[src/rtl/drone_cmd_pkg.sv]
// Shared encodings for the gesture-driven drone power command path.
package drone_cmd_pkg;

    localparam logic [2:0] ON_CODE  = 3'd1;
    localparam logic [2:0] OFF_CODE = 3'd2;

    typedef enum logic [2:0] {
        IDLE     = 3'd0,
        QUAL     = 3'd1,
        FIRE     = 3'd2,
        LOCKOUT  = 3'd3,
        WAIT_REL = 3'd4
    } state_t;

    typedef enum logic {
        TGT_OFF = 1'b0,
        TGT_ON  = 1'b1
    } target_t;

endpackage

[src/rtl/frame_watchdog.sv]
// Counts clocks since the last gesture frame; saturates at LIMIT and flags expiry.
module frame_watchdog #(
    parameter int LIMIT = 1_625_000
) (
    input  logic clock,
    input  logic reset,
    input  logic clear,
    output logic expired
);
    localparam int W = $clog2(LIMIT + 1);
    localparam logic [W-1:0] LIM = W'(LIMIT);

    logic [W-1:0] count_q;

    always_ff @(posedge clock) begin
        if (reset)
            count_q <= '0;
        else if (clear)
            count_q <= '0;
        else if (count_q != LIM)
            count_q <= count_q + 1'b1;
    end

    assign expired = (count_q == LIM);

endmodule

[src/rtl/gesture_on_off_cmd.sv]
// Qualifies held gestures into single-cycle is_on / is_off power command pulses,
// with a post-fire lockout and a release requirement before the next command.
module gesture_on_off_cmd #(
    parameter int         HOLD_FRAMES    = 8,
    parameter int         LOCKOUT_FRAMES = 30,
    parameter int         TIMEOUT_CYCLES = 1_625_000,
    parameter logic [2:0] ON_CODE        = drone_cmd_pkg::ON_CODE,
    parameter logic [2:0] OFF_CODE       = drone_cmd_pkg::OFF_CODE
) (
    input  logic       clock,
    input  logic       reset,
    input  logic       gesture_valid,
    input  logic [2:0] gesture_code,
    input  logic       on_off_s,
    output logic       is_on,
    output logic       is_off,
    output logic       busy
);
    import drone_cmd_pkg::*;

    localparam int CNT_MAX = (HOLD_FRAMES > LOCKOUT_FRAMES) ? HOLD_FRAMES : LOCKOUT_FRAMES;
    localparam int CW      = $clog2(CNT_MAX + 1);
    localparam logic [CW-1:0] HOLD_N = CW'(HOLD_FRAMES);
    localparam logic [CW-1:0] LOCK_N = CW'(LOCKOUT_FRAMES);

    state_t        state_q, state_d;
    target_t       target_q, target_d;
    logic [CW-1:0] hold_q, hold_d;
    logic [CW-1:0] lock_q, lock_d;
    logic          is_on_q, is_off_q;
    logic          expired;
    logic [2:0]    tgt_code;
    logic          code_is_tgt;
    logic          state_match;

    frame_watchdog #(.LIMIT(TIMEOUT_CYCLES)) u_watchdog (
        .clock   (clock),
        .reset   (reset),
        .clear   (gesture_valid),
        .expired (expired)
    );

    assign tgt_code    = (target_q == TGT_ON) ? ON_CODE : OFF_CODE;
    assign code_is_tgt = (gesture_code == tgt_code);
    // Drone already in the state we were qualifying toward: nothing left to request.
    assign state_match = ((target_q == TGT_ON) == on_off_s);

    always_comb begin
        state_d  = state_q;
        target_d = target_q;
        hold_d   = hold_q;
        lock_d   = lock_q;
        case (state_q)
            IDLE: begin
                if (gesture_valid) begin
                    if (gesture_code == OFF_CODE && on_off_s) begin
                        target_d = TGT_OFF;
                        hold_d   = CW'(1);
                        state_d  = (HOLD_FRAMES == 1) ? FIRE : QUAL;
                    end else if (gesture_code == ON_CODE && !on_off_s) begin
                        target_d = TGT_ON;
                        hold_d   = CW'(1);
                        state_d  = (HOLD_FRAMES == 1) ? FIRE : QUAL;
                    end
                end
            end
            QUAL: begin
                if (state_match || expired) begin
                    state_d = IDLE;
                    hold_d  = '0;
                end else if (gesture_valid) begin
                    if (code_is_tgt) begin
                        hold_d = hold_q + 1'b1;
                        if (hold_q == HOLD_N - 1'b1)
                            state_d = FIRE;
                    end else begin
                        state_d = IDLE;
                        hold_d  = '0;
                    end
                end
            end
            FIRE: begin
                hold_d  = '0;
                lock_d  = '0;
                state_d = (LOCKOUT_FRAMES == 0) ? WAIT_REL : LOCKOUT;
            end
            LOCKOUT: begin
                if (lock_q == LOCK_N)
                    state_d = WAIT_REL;
                else if (gesture_valid)
                    lock_d = lock_q + 1'b1;
            end
            WAIT_REL: begin
                // The releasing frame only ends the wait; it does not start a new hold.
                if ((gesture_valid && !code_is_tgt) || expired)
                    state_d = IDLE;
            end
            default: begin
                state_d = IDLE;
                hold_d  = '0;
                lock_d  = '0;
            end
        endcase
    end

    always_ff @(posedge clock) begin
        if (reset) begin
            state_q  <= IDLE;
            target_q <= TGT_OFF;
            hold_q   <= '0;
            lock_q   <= '0;
            is_on_q  <= 1'b0;
            is_off_q <= 1'b0;
        end else begin
            state_q  <= state_d;
            target_q <= target_d;
            hold_q   <= hold_d;
            lock_q   <= lock_d;
            is_on_q  <= (state_q == FIRE) && (target_q == TGT_ON);
            is_off_q <= (state_q == FIRE) && (target_q == TGT_OFF);
        end
    end

    // Suppress a pending pulse during the cycle reset is asserted.
    assign is_on  = is_on_q  & ~reset;
    assign is_off = is_off_q & ~reset;
    assign busy   = (state_q == QUAL) || (state_q == LOCKOUT) || (state_q == WAIT_REL);

endmodule
[config.mk]
export PLATFORM = sky130hd
export DESIGN_NAME = gesture_on_off_cmd
export DESIGN_NICKNAME = d
export VERILOG_FILES = /design/src/rtl/drone_cmd_pkg.sv /design/src/rtl/frame_watchdog.sv /design/src/rtl/gesture_on_off_cmd.sv
export SDC_FILE = /design/constraint.sdc
export NUM_CORES = 1
export LEC_CHECK = 0
export ABC_CLOCK_PERIOD_IN_PS = 5940
export CAP_MARGIN = 30
export CORE_UTILIZATION = 66
export CTS_BUF_LIST = sky130_fd_sc_hd__clkbuf_4 sky130_fd_sc_hd__clkbuf_8
export CTS_CLUSTER_SIZE = 8
export DETAILED_ROUTE_END_ITERATION = 6
export PLACE_DENSITY = 0.94
export SLEW_MARGIN = 40
export SYNTH_ARGS = -nofsm -noshare
export SYNTH_HDL_FRONTEND = slang
export SYNTH_SLANG_ARGS = --single-unit
[constraint.sdc]
create_clock -name clock -period 5.94 [get_ports clock]
set_clock_uncertainty 0.05 [all_clocks]
set_input_delay 1.188 -clock clock [delete_from_list [all_inputs] [get_ports clock]]
set_output_delay 1.188 -clock clock [all_outputs]
set_load 0.05 [all_outputs]
# Word level (Yosys, flattened, before mapping)
# Index checks and enable logic that the tools add are counted.
[totals] ff_bits=37 latch_bits=0 ram_bits=0 romBits=0 in_bits=7 n_memories=0
[classes] add_sub_neg=3 mul=0 div_mod_pow=0 n_lt_le_gt_ge=0 eq_ne=20 n_shift=0 n_mux=23 n_bitwise=6 n_reduce_logical=20
[op_table] operator="5-bit two-way mux" n=8
[op_table] operator="3-bit two-way mux" n=9
[op_table] operator="21-bit by 1-bit adder with 21-bit output, second input constant" n=1
[op_table] operator="21-bit equality test, second input constant" n=1
[op_table] operator="21-bit inequality test, second input constant" n=1
[op_table] operator="3-bit one-hot mux with 5 select lines" n=1
[op_table] operator="5-bit one-hot mux with 3 select lines" n=1
[op_table] operator="5-bit by 1-bit adder with 5-bit output, second input constant" n=2
[op_table] operator="2-bit inequality test, second input constant" n=5
[op_table] operator="5-bit one-hot mux with 2 select lines" n=1
[op_table] operator="3-bit by 2-bit equality test with 1-bit output, second input constant" n=3
[op_table] operator="3-bit by 1-bit equality test with 1-bit output, second input constant" n=2
[op_table] operator="3-bit inequality test, second input constant" n=2
[op_table] operator="3-bit AND reduction" n=2
[op_table] operator="6-bit AND reduction" n=1
[op_table] operator="5-bit by 3-bit equality test with 1-bit output, second input constant" n=1
[op_table] operator="5-bit equality test, second input constant" n=1
[op_table] operator="1-bit logical AND" n=5
[op_table] operator="1-bit logical OR" n=4
[op_table] operator="4-bit inequality test, second input constant" n=1
[op_table] operator="1-bit inverter" n=4
[op_table] operator="4-bit AND reduction" n=1
[op_table] operator="2-bit OR reduction" n=2
[op_table] operator="3-bit by 2-bit equality test with 1-bit output" n=1
[op_table] operator="other kinds (9)" n=12

# Depth between registers and ports, before layout
# Gate-level depths: netlist of run 1.
[logic_depth] depth_word=7 ltp_mapped=8 ltp_nobuf=8

# By module
# A second synthesis of run 1 with hierarchy kept.
[hier_totals] hier_cells=244 area_unflattened_um2=2124.5
[modules_own_cells] mod="frame_watchdog" n_inst=1 cells_per_inst=119 area_each_um2=1078.5 seq_area_each_um2=420.4
[modules_own_cells] mod="gesture_on_off_cmd" n_inst=1 cells_per_inst=125 area_each_um2=1046.0 seq_area_each_um2=320.3

# Worst setup path after synthesis of run 1
# Ideal clock, no wire load.
[synth_path] kind="input port to output port" startpoint="in reset" endpoint="out is_off" t_arrival_ns=2.077 t_required_ns=4.702 slack_ns=2.625 path_stages=2 cell_sequence="clkbuf_1 nor2b_1"
[synth_between] elab_chain_len=2
[synth_rtl] element="from (decl)" line="gesture_on_off_cmd.sv:11" rtl="input logic reset,"
[synth_rtl] element="1-bit inverter" line="gesture_on_off_cmd.sv:126" rtl="assign is_off = is_off_q & ~reset;"
[synth_rtl] element="1-bit bitwise AND" line="gesture_on_off_cmd.sv:126"
[synth_rtl] element="to (decl)" line="gesture_on_off_cmd.sv:16" rtl="output logic is_off,"
# No other way between the ends.

# Worst setup path after layout of run 1
[layout_path] startpoint="in reset" endpoint="out is_on"
[layout_between] elab_chain_len=2
[layout_rtl] element="1-bit inverter" line="gesture_on_off_cmd.sv:125" rtl="assign is_on = is_on_q & ~reset;"
[layout_rtl] element="1-bit bitwise AND" line="gesture_on_off_cmd.sv:125"
[layout_rtl] element="to (decl)" line="gesture_on_off_cmd.sv:15" rtl="output logic is_on,"
# No other way between the ends.

==> out/results.ini, run 1 <==
[synthesis]
async_flop_share_pct=0
synth_area_per_cell_um2=8.41
ys.flop_type=dfxtp_1
seq_area_frac_synth_pct=38.8
synth_edf_count=0
syn_nets=239
netlist_area_um2=1910
ys_ff_latch=37
synthCells=227
synth_cell_types=40
yosys_warnings=0

[critical_path]
end_kind=output pin
path_class=in -> out
r2r.worst_path.cells=6
worstReg2RegStart=target_q
cp-startpoint=reset
path_max_fanout=17
startpoint_type=input pin
cp.arrival_ns=2.90
required_ns=4.70

[detailed_routing]
routed_wl_um=3440
first_pass_iters=4
routed-via-count=1543
drc_errors=0
wl_per_cell_um=12.8
vias_per_cell=5.76
first_iter_violations=53
ant_nets=0

[layout]
layout_common_cells=dfxtp_1 (37), nor2_1 (33), xor2_1 (17)
fin_nets=248
final_common_cell=dfxtp_1
area_growth_pct=9.17
final_cells=268
drive_gt1_share_pct=7.17
fin_area_um2=2080
diodes=0

[timing]
fmax_mhz=242
period_share_pct=69.6
hold_viol=0
final.setup.tns_ns=0
relSlewSlack_pct=55.9
slew_viol_final=0
setup_viol=0
worst_pin_slew_ns=0.656
fin_hold_ws_ns=0.439
finalCriticalPeriod_ns=4.13
rsz0062_at_grt=false

[clocking]
post_cts_buffers=0
worstSkewPairLatency_ns=0.35
path_clk_slew_ns=0.10
cts_buffer_depth=2
cts-resized-gates=0
cts_made_buffers=5
cts_tree=done
root_buffer=clkbuf_4
cts.sinks=37
htree_levels=2
holdBufCountCts=0

[hold_path]
min_from=hold_q[1]
hp-class=reg -> reg
worst_hold_path.num_cells=2

[floorplan]
design.core.area_um2=2760
die_x_um=55.8
io_pins=10
rows=19
initial_utilization_pct=69.2
die_area_um2=3110
fp.dieH_um=55.8

[global_routing]
antenna_found_initial=0
grtUsageTotal_pct=25.1
grt_max_degree=22
grt_pass1_wl_um=6030
gr-total-overflow=0
grt_pass1_vias=1349

[place]
placedCellCount=260
io_buffers=9
gp_congestion=0.792
dpl-instance-area_um2=2010
dpl.hpwl_um=2410

[run]
cap_viol_max_count=0

[power_and_ir_drop]
power_density_nw_per_um2=215
vdd_drop_max_mv=0.211
power_leakage_nw=0.719
total_power_mw=0.448

[outcome]
status=completed

-- worst paths after layout --
check	slack, ns	endpoint
max	1.81	is_on
min	0.44	hold_q[1]
max reg2reg	3.62	state_q[0]
min reg2reg	0.44	hold_q[1]
-- layer usage --
metal  global-route usage [%]  up-vias  share of wire [%]  wire length (µm)
li1                         -      815                  -                 -
met5                        0        -                  0                 0
met4                     11.8        0                2.5                86
met1                     33.3      695                 50              1710
met3                     9.30        6                4.0               136
met2                     36.3       27                 44              1510
-- flip-flops by register name, indices dropped and copies added, names as in the netlist --
name                cells
u_watchdog.count_q     21
hold_q                  5
lock_q                  5
state_q                 3
is_off_q                1
is_on_q                 1
target_q                1
-- power breakdown --
part           internal (mW)  switching [mW]  leakage [nW]
sequential             0.251         0.00547         0.298
clock                 0.0686          0.0841        0.0413
combinational         0.0172          0.0219         0.380
-- layout make-up --
| cell class | count | area, µm² |
|---|---|---|
| Clock buffer | 7 | 65.1 |
| Clock inverter | 1 | 5.00 |
| Fill cell | 213 | 673 |
| Inverter | 13 | 48.8 |
| Multi-Input combinational cell | 170 | 1100 |
| Sequential cell | 37 | 741 |
| Tap cell | 31 | 38.8 |
| Timing Repair Buffer | 9 | 90.1 |
-- worst max-delay path: stages --
cell and delay (ns):
clkdlybuf4s50_1 0.67, nor2b_1 0.22, clkdlybuf4s50_1 0.82
-- cell usage after synthesis, drive strengths merged, types with 2 or more instances --
| master | instances | area (µm²) |
|---|---|---|
| a211oi | 4 | 30.0 |
| a21o | 2 | 15.0 |
| a21oi | 10 | 50.1 |
| and3 | 3 | 20.0 |
| clkbuf | 6 | 22.5 |
| dfxtp | 37 | 741 |
| ha | 5 | 62.6 |
| inv | 13 | 48.8 |
| mux2i | 2 | 20.0 |
| nand2 | 14 | 52.6 |
| nand2b | 4 | 25.0 |
| nand3 | 14 | 70.1 |
| nand4 | 8 | 50.1 |
| nor2 | 33 | 124 |
| nor2b | 6 | 37.5 |
| nor3 | 8 | 40.0 |
| nor4 | 3 | 33.8 |
| nor4bb | 2 | 20.0 |
| o21ai | 6 | 30.0 |
| o32ai | 5 | 43.8 |
| or3 | 4 | 25.0 |
| or3b | 2 | 17.5 |
| xnor2 | 6 | 52.6 |
| xor2 | 17 | 149 |
-- per-stage QoR --
stage          worst slack [ns]  util [%]
3_3_place_gp               1.86      72.8
3_5_place_dp               1.82      72.8
4_1_cts                    1.81      75.4
6_report                   1.81      75.6
5_1_grt                    1.74      75.6
2_1_floorplan              2.63         -
-- cells by family after synthesis --
family	after synthesis	share of synthesized area [%]
simple gates	107	30.1
flops	37	38.8
compound gates	32	11.5
xor+xnor	23	10.6
buf+inv	20	4.13
fa+ha+maj	5	3.28
mux	3	1.64
(Power assumes the default switching activity.)
==> run 2, diff against run 1 <==
--- a/config.mk
+++ b/config.mk
@@ -5,13 +5,13 @@
 export SDC_FILE = /design/constraint.sdc
 export NUM_CORES = 1
 export LEC_CHECK = 0
-export ABC_CLOCK_PERIOD_IN_PS = 5940
+export ABC_CLOCK_PERIOD_IN_PS = 3800
 export CAP_MARGIN = 30
-export CORE_UTILIZATION = 66
+export CORE_UTILIZATION = 56
 export CTS_BUF_LIST = sky130_fd_sc_hd__clkbuf_4 sky130_fd_sc_hd__clkbuf_8
 export CTS_CLUSTER_SIZE = 8
 export DETAILED_ROUTE_END_ITERATION = 6
-export PLACE_DENSITY = 0.94
+export PLACE_DENSITY = 0.85
 export SLEW_MARGIN = 40
 export SYNTH_ARGS = -nofsm -noshare
 export SYNTH_HDL_FRONTEND = slang
==> constraint.sdc (replaced) <==
create_clock -name clock -period 3.8 [get_ports clock]
set_clock_uncertainty 0.05 [all_clocks]
set_input_delay 0.76 -clock clock [delete_from_list [all_inputs] [get_ports clock]]
set_output_delay 0.76 -clock clock [all_outputs]
set_load 0.05 [all_outputs]
==> out/results.ini, run 2 (synthesis gave the netlist of run 1 again) <==
[detailed_routing]
routed-via-count=1561
vias_per_cell=5.52
wl_per_cell_um=12.0
ant_nets=0
drc_errors=0
first_iter_violations=65
routed_wl_um=3400
first_pass_iters=4

[floorplan]
rows=20
design.core.area_um2=3150
io_pins=10
die_x_um=60.4
fp.dieH_um=60.4
initial_utilization_pct=60.6
die_area_um2=3650

[place]
dpl.hpwl_um=2430
gp_congestion=0.837
io_buffers=9

[layout]
layout_common_cells=dfxtp_1 (37), nor2_1 (33), xor2_1 (17)
largest_reg_flops=21
fin_util_pct=66.9
largest_registers=u_watchdog.count_q (21), hold_q (5), lock_q (5)
top_register=u_watchdog.count_q
seq_area_um2=741
fin_nets=250
final_common_cell=dfxtp_1
diodes=0
drive_gt1_share_pct=7.53
multi_input_area_um2=1090
fillers=278
area_growth_pct=10.5

[timing]
hold_viol=0
slew_viol_final=0
period_share_pct=78.0
setup_viol=0
worst_pin_slew_ns=0.583
fmax_mhz=337
final.setup.tns_ns=0
finalCriticalPeriod_ns=2.97
rsz0062_at_grt=false
relSlewSlack_pct=60.9
fin_hold_ws_ns=0.439

[clocking]
holdBufCountCts=0
cts.sinks=37
cts_tree=done
cts_made_buffers=5
path_clk_slew_ns=0.11
cts_buffer_depth=2
cts-resized-gates=0
worstSkewPairLatency_ns=0.35
htree_levels=2
post_cts_buffers=0
root_buffer=clkbuf_4

[hold_path]
min_from=hold_q[1]
hp-class=reg -> reg

[critical_path]
end_kind=output pin
path_class=in -> out
cp-startpoint=reset
startpoint_type=input pin
worstReg2RegStart=target_q
required_ns=2.99
cp.arrival_ns=2.16
path_max_fanout=3

[run]
cap_viol_max_count=0

[global_routing]
use_met1_pct=27.7
grt.busiest_layer=met2
grt_pass1_wl_um=5640
gr-usage-met3_pct=8.32
grt_use_met2_pct=32.2
gr-total-overflow=0
grtUsageTotal_pct=21.4
grt_pass1_vias=1305
antenna_found_initial=0
grt_max_degree=22

[power_and_ir_drop]
power_leakage_nw=0.728
power_density_nw_per_um2=332
total_power_mw=0.699
vdd_drop_max_mv=0.261

[outcome]
status=completed

run 2: cell count changes in the layout (fill, tap and decap cells not counted):
cell    change
buf_4       +2
nor4_1      +1
nor4_2      -1
run 2: metal layers:
| metal | routed length (µm) | up-vias |
|---|---|---|
| li1 | - | 812 |
| met1 | 1720 | 731 |
| met2 | 1530 | 14 |
| met3 | 102 | 4 |
| met4 | 53 | 0 |
| met5 | 0 | - |
run 2: worst max-delay path, stage by stage:
cell	delay, ns
clkdlybuf4s50_1	0.46
nor2b_1	0.13
clkdlybuf4s50_1	0.80
run 2: worst paths after layout:
kind	end	slack, ns	cells past startpoint
worst max-delay path	is_off	0.83	3
worst min-delay path	hold_q[1]	0.44	2
worst max register to register	state_q[0]	1.56	6
worst min register to register	hold_q[1]	0.44	2
run 2: layout make-up:
type / instances / share of cell area, %
clock inverters: 1 / 0.237
repair buffers: 11 / 4.98
multi-input cells: 170 / 51.7
clock buffers: 7 / 3.08
flip-flops and latches: 37 / 35.1
inverters: 13 / 2.31
well taps: 44 / 2.61
run 2: where the power goes:
| group | internal, mW | total, mW | switching (mW) |
|---|---|---|---|
| Combinational | 0.0275 | 0.0625 | 0.0349 |
| Sequential | 0.392 | 0.400 | 0.00843 |
| Clock | 0.107 | 0.237 | 0.130 |
| Total | 0.526 | 0.699 | 0.173 |
run 2: metrics by stage:
| stage | setup WS [ns] | area (µm²) | instances |
|---|---|---|---|
| finish | 0.835 | 2110 | 283 |
| detailed placement | 0.792 | 2040 | 275 |
| global route | 0.765 | 2110 | 283 |
| CTS | 0.824 | 2110 | 283 |
| global placement | 0.854 | 2040 | 275 |
| floorplan | 1.34 | 1910 | 227 |
